$ cat config.mk
export PLATFORM = sky130hd
export DESIGN_NAME = muldiv_unit
export DESIGN_NICKNAME = d
export VERILOG_FILES = /design/src/rtl/muldiv_unit.sv
export SDC_FILE = /design/constraint.sdc
export NUM_CORES = 2
export LEC_CHECK = 0
export ABC_AREA = 1
export CORE_ASPECT_RATIO = 1.25
export CORE_MARGIN = 8
export CORE_UTILIZATION = 43
export DETAILED_ROUTE_END_ITERATION = 12
export PLACE_DENSITY = 0.64
export SETUP_SLACK_MARGIN = 0.05
export SLEW_MARGIN = 30
export SYNTH_ARGS = -nofsm -noshare
export SYNTH_HDL_FRONTEND = slang
export SYNTH_SLANG_ARGS = --single-unit
$ cat constraint.sdc
create_clock -name clk -period 9.5 [get_ports clk]
set_clock_uncertainty 0.05 [all_clocks]
set_input_delay 1.9 -clock clk [delete_from_list [all_inputs] [get_ports clk]]
set_output_delay 1.9 -clock clk [all_outputs]
set_load 0.05 [all_outputs]
$ cat src/rtl/muldiv_unit.sv
// muldiv_unit: multi-cycle integer multiply/divide unit producing HI/LO
// register writes.
//
// Operations (op): 00 MULT, 01 MULTU, 10 DIV, 11 DIVU.
//   Multiply: one MUL cycle, then one DONE cycle.
//   Divide:   32 DIV cycles (restoring, one quotient bit each), then DONE.
//
// Ports:
//   clk      in   1   rising-edge clock
//   reset    in   1   asynchronous, active-high reset
//   start    in   1   begin an operation (sampled only in IDLE)
//   op       in   2   operation code
//   src1     in  32   multiplicand / dividend
//   src2     in  32   multiplier / divisor
//   cancel   in   1   abort an in-flight operation (ignored in DONE)
//   busy     out  1   operation in flight (MUL or DIV)
//   done     out  1   one-cycle result-valid pulse
//   wen      out  2   {hi, lo} write enables
//   hiwdata  out 32   product[63:32] or remainder
//   lowdata  out 32   product[31:0] or quotient
module muldiv_unit (
  input  logic        clk,
  input  logic        reset,
  input  logic        start,
  input  logic [1:0]  op,
  input  logic [31:0] src1,
  input  logic [31:0] src2,
  input  logic        cancel,
  output logic        busy,
  output logic        done,
  output logic [1:0]  wen,
  output logic [31:0] hiwdata,
  output logic [31:0] lowdata
);

  typedef enum logic [1:0] {IDLE, MUL, DIV, DONE} state_t;

  state_t      state;
  logic        op_signed;
  logic [31:0] src1_q;
  logic [31:0] src2_q;
  logic [31:0] rem_q;
  logic [31:0] quo_q;
  logic [4:0]  count;
  logic [63:0] result;

  // The result register is the only source for the write data, so the
  // outputs naturally hold their last value between operations.
  assign hiwdata = result[63:32];
  assign lowdata = result[31:0];

  // Dividend magnitude is taken straight from the inputs at the accepting
  // edge; it seeds the quotient shift register.
  logic [31:0] dividend_mag;
  always_comb begin
    dividend_mag = src1;
    if (!op[0] && src1[31]) dividend_mag = 32'd0 - src1;
  end

  // Multiply: extend each operand to 64 bits (sign- or zero-extended by op)
  // so a single modulo-2^64 multiply yields both signed and unsigned products.
  logic [63:0] ext_a;
  logic [63:0] ext_b;
  logic [63:0] product;
  always_comb begin
    ext_a   = {{32{op_signed & src1_q[31]}}, src1_q};
    ext_b   = {{32{op_signed & src2_q[31]}}, src2_q};
    product = ext_a * ext_b;
  end

  // One restoring-divide step. The partial remainder is shifted left with
  // the next dividend bit; a 34-bit difference keeps the borrow visible even
  // when the shifted value itself needs 33 bits.
  logic [31:0] divisor_mag;
  logic [32:0] shifted;
  logic [33:0] diff;
  logic [31:0] rem_next;
  logic [31:0] quo_next;
  always_comb begin
    divisor_mag = src2_q;
    if (op_signed && src2_q[31]) divisor_mag = 32'd0 - src2_q;
    shifted = {rem_q, quo_q[31]};
    diff    = {1'b0, shifted} - {2'b00, divisor_mag};
    if (diff[33]) begin
      rem_next = shifted[31:0];
      quo_next = {quo_q[30:0], 1'b0};
    end else begin
      rem_next = diff[31:0];
      quo_next = {quo_q[30:0], 1'b1};
    end
  end

  // Final divide result after the last step. A zero divisor bypasses the sign
  // fix-up so that hi mirrors the raw dividend and lo is all ones for both
  // DIV and DIVU. The most-negative / -1 case needs no special handling:
  // negating 0x80000000 wraps back to itself.
  logic [31:0] div_hi;
  logic [31:0] div_lo;
  always_comb begin
    div_lo = quo_next;
    div_hi = rem_next;
    if (op_signed && (src1_q[31] ^ src2_q[31])) div_lo = 32'd0 - quo_next;
    if (op_signed && src1_q[31])                div_hi = 32'd0 - rem_next;
    if (src2_q == 32'd0) begin
      div_lo = 32'hFFFF_FFFF;
      div_hi = src1_q;
    end
  end

  // Control FSM with registered busy/done/wen. done and wen are raised on the
  // edge that enters DONE and dropped on the edge that leaves it, so they are
  // high for exactly the DONE cycle. cancel is honoured only in MUL and DIV.
  always_ff @(posedge clk or posedge reset) begin
    if (reset) begin
      state     <= IDLE;
      op_signed <= 1'b0;
      src1_q    <= 32'd0;
      src2_q    <= 32'd0;
      rem_q     <= 32'd0;
      quo_q     <= 32'd0;
      count     <= 5'd0;
      result    <= 64'd0;
      busy      <= 1'b0;
      done      <= 1'b0;
      wen       <= 2'b00;
    end else begin
      case (state)
        IDLE: begin
          done <= 1'b0;
          wen  <= 2'b00;
          if (start && !cancel) begin
            op_signed <= ~op[0];
            src1_q    <= src1;
            src2_q    <= src2;
            rem_q     <= 32'd0;
            quo_q     <= dividend_mag;
            count     <= 5'd0;
            busy      <= 1'b1;
            state     <= op[1] ? DIV : MUL;
          end
        end
        MUL: begin
          busy <= 1'b0;
          if (cancel) begin
            state <= IDLE;
          end else begin
            result <= product;
            done   <= 1'b1;
            wen    <= 2'b11;
            state  <= DONE;
          end
        end
        DIV: begin
          if (cancel) begin
            busy  <= 1'b0;
            count <= 5'd0;
            state <= IDLE;
          end else begin
            rem_q <= rem_next;
            quo_q <= quo_next;
            count <= count + 5'd1;
            if (count == 5'd31) begin
              result <= {div_hi, div_lo};
              busy   <= 1'b0;
              done   <= 1'b1;
              wen    <= 2'b11;
              state  <= DONE;
            end
          end
        end
        DONE: begin
          done  <= 1'b0;
          wen   <= 2'b00;
          state <= IDLE;
        end
        default: begin
          busy  <= 1'b0;
          done  <= 1'b0;
          wen   <= 2'b00;
          state <= IDLE;
        end
      endcase
    end
  end

endmodule

==> metrics.txt <==
# rows 145; grt ovf 0; minimum clock period 9.04 ns; mean area per synthesized cell 7.63 um^2; I/O Pins 138; EDFF count, synth 0; commonest non-fill, non-tap cells in the layout 1913 x inv_1, 1802 x nand2_1, 1125 x fa_1; Post-CTS Repair Setup Buffers 0; crit-path max FO 19; Ys Warns 0; Netlist cell types 58; DR WL/cell 20.8 um; Initial DRC Count 3642; vias after detailed routing 45.7k; Initial Utilization 43.2%; All-Layer GR Usage 26.2%; antenna violations before repair 1; Post-layout nets 8456; Max Cap Violations 0; CTS tree built; TNS Setup 0 ns; post-cts gate resize count 0; most common cell after layout, fill and taps aside inv_1; Worst path slowest cell dfrtp_1; relative slew slack 31.4%; final setup fails 0; Area Overhead vs Synth 7.44%; post-synthesis register bit count 202; routability cong. 0.988; drt pass-1 iters 7; Post-DP HPWL 149000 um; drt drc 0; syn nets 8519; clock buffer depth 3; largest net degree at the start of global routing 71; Hold Fails Final Rpt 0; Clock Pin Slew Worst Setup and Hold Paths 0.06 ns; final slew viol count 0; Cells after Synth 7068; crit end category flip-flop; required time of the worst setup path 9.93 ns; status complete, no violations; routed vias/inst 5.29; RSZ-0062 raised after global routing no; WS Path Type reg2reg; die area 137000 um^2; Worst-Margin Slew 1.02 ns; Port-buffer cells 137; H-tree Lvls 1; Vert. Die Dim 412 um; core area 125000 um^2; Hold Path Class reg2reg; drt total wl 180000 um; Tcrit/Tclk final 95.2%; TritonCTS Sinks 202; predominant post-synthesis flop cell dfrtp_1; Worst Setup Start Kind flip-flop; share of flip-flops with an asynchronous set or reset 100%; fmax 111 MHz; root buffer cell clkbuf_16; cts bufs inserted 25; die extent in x 333 um; global-route wire length before repair 279000 um; sequential fraction of the synthesis area 9.37%; Syn Std Cell Area 54000 um^2; DRT antenna net count 0; share of layout cells above drive strength 1 4.30%; CP peak stage delay 0.88 ns; Worst EP arrival 9.47 ns; Clock Latency Late Sink 0.59 ns; vias in the first global route 48.3k; hold buffer count at CTS 0
-- synthesized netlist by cell type, drive strengths merged (3+ instances only) --
library cell / n / area share, %
a21oi: 175 / 1.6
fa: 1126 / 42
nor2: 295 / 2.2
a21boi: 10 / 0.14
nor4: 14 / 0.16
nand2: 1828 / 13
clkinv: 3 / 0.021
clkbuf: 293 / 2.0
o21a: 18 / 0.25
a31oi: 22 / 0.26
a21o: 10 / 0.14
or2: 38 / 0.44
o22ai: 30 / 0.35
nand4: 42 / 0.53
dfrtp: 202 / 9.4
nand3: 220 / 2.1
nand3b: 10 / 0.14
o211ai: 13 / 0.18
a22oi: 3 / 0.042
o221ai: 13 / 0.21
o21ai: 279 / 2.6
buf: 59 / 0.55
and2: 3 / 0.035
o21bai: 10 / 0.14
xnor2: 20 / 0.32
nor3: 38 / 0.40
xor2: 83 / 1.3
ha: 255 / 5.9
a2bb2oi: 13 / 0.21
inv: 1929 / 13
-- metrics by stage --
| stage | setup slack, ns | util [%] | hold slack (ns) | std cells | area, um^2 |
|---|---|---|---|---|---|
| floorplan | 1.27 | - | 0.418 | 7068 | 54000 |
| global placement | 0.524 | 45.7 | 0.419 | 8594 | 57000 |
| detailed placement | 0.576 | 45.7 | 0.419 | 8595 | 57000 |
| CTS | 0.553 | 46.4 | 0.435 | 8641 | 58000 |
| global route | 0.0607 | 46.4 | 0.464 | 8641 | 58000 |
| finish | 0.459 | 46.4 | 0.432 | 8642 | 58000 |
-- metal layers --
| metal | GRT usage, % | up-vias | share of wire, % |
|---|---|---|---|
| li1 | - | 20300 | - |
| met1 | 30.0 | 23000 | 36 |
| met2 | 45.9 | 1861 | 49 |
| met3 | 3.50 | 570 | 6.4 |
| met4 | 17.3 | 0 | 8.3 |
| met5 | 0 | - | 0 |
-- cell type report --
class                      count  area (um^2)
fill                       12400        66900
multi-input combinational   4582        40300
inverter                    1932         7260
sequential                   202         5080
timing repair buffer         262         2390
tap                         1617         2020
clock buffer                  27          643
clock inverter                19          287
antenna                        1         2.50
-- worst paths after layout --
path	cells past startpoint	slack [ns]	startpoint	to
worst min register to register	2	0.43	result[11]	result[11]
worst max-delay path	32	0.46	src2_q[11]	result[41]
max in group asynchronous	3	6.41	reset	src1_q[2]
min in group asynchronous	2	1.72	reset	src2_q[23]
worst max register to register	32	0.46	src2_q[11]	result[41]
worst min-delay path	2	0.43	result[11]	result[11]
-- cell families (layout without fill, tap and decap cells) --
group / after synthesis / count (layout) / share of synthesized area, %
other cells: 0 / 1 / 0
flops: 202 / 202 / 9.37
compound gates: 608 / 608 / 6.35
fa+ha+maj: 1381 / 1381 / 47.7
buf+inv: 2284 / 2240 / 16.0
xor+xnor: 104 / 104 / 1.71
simple gates: 2489 / 2489 / 18.8
-- worst max-delay path: cells and delay by family, from the launching register on --
| kind | cells | cell delay, ns |
|---|---|---|
| flops | 1 | 0.88 |
| fa+ha+maj | 9 | 4.48 |
| simple gates | 13 | 2.31 |
| buf+inv | 7 | 0.80 |
| compound gates | 3 | 0.41 |
-- flip-flops by register name, summed over array words and instances (netlist names) --
name and cells:
op_signed 1, quo_q 32, src2_q 32, wen 1
state 2, rem_q 32, busy 1, src1_q 32
count 5, result 64
Power is not shown: default switching activity piles up to over one toggle a cycle in this logic, so the estimate is an artifact.
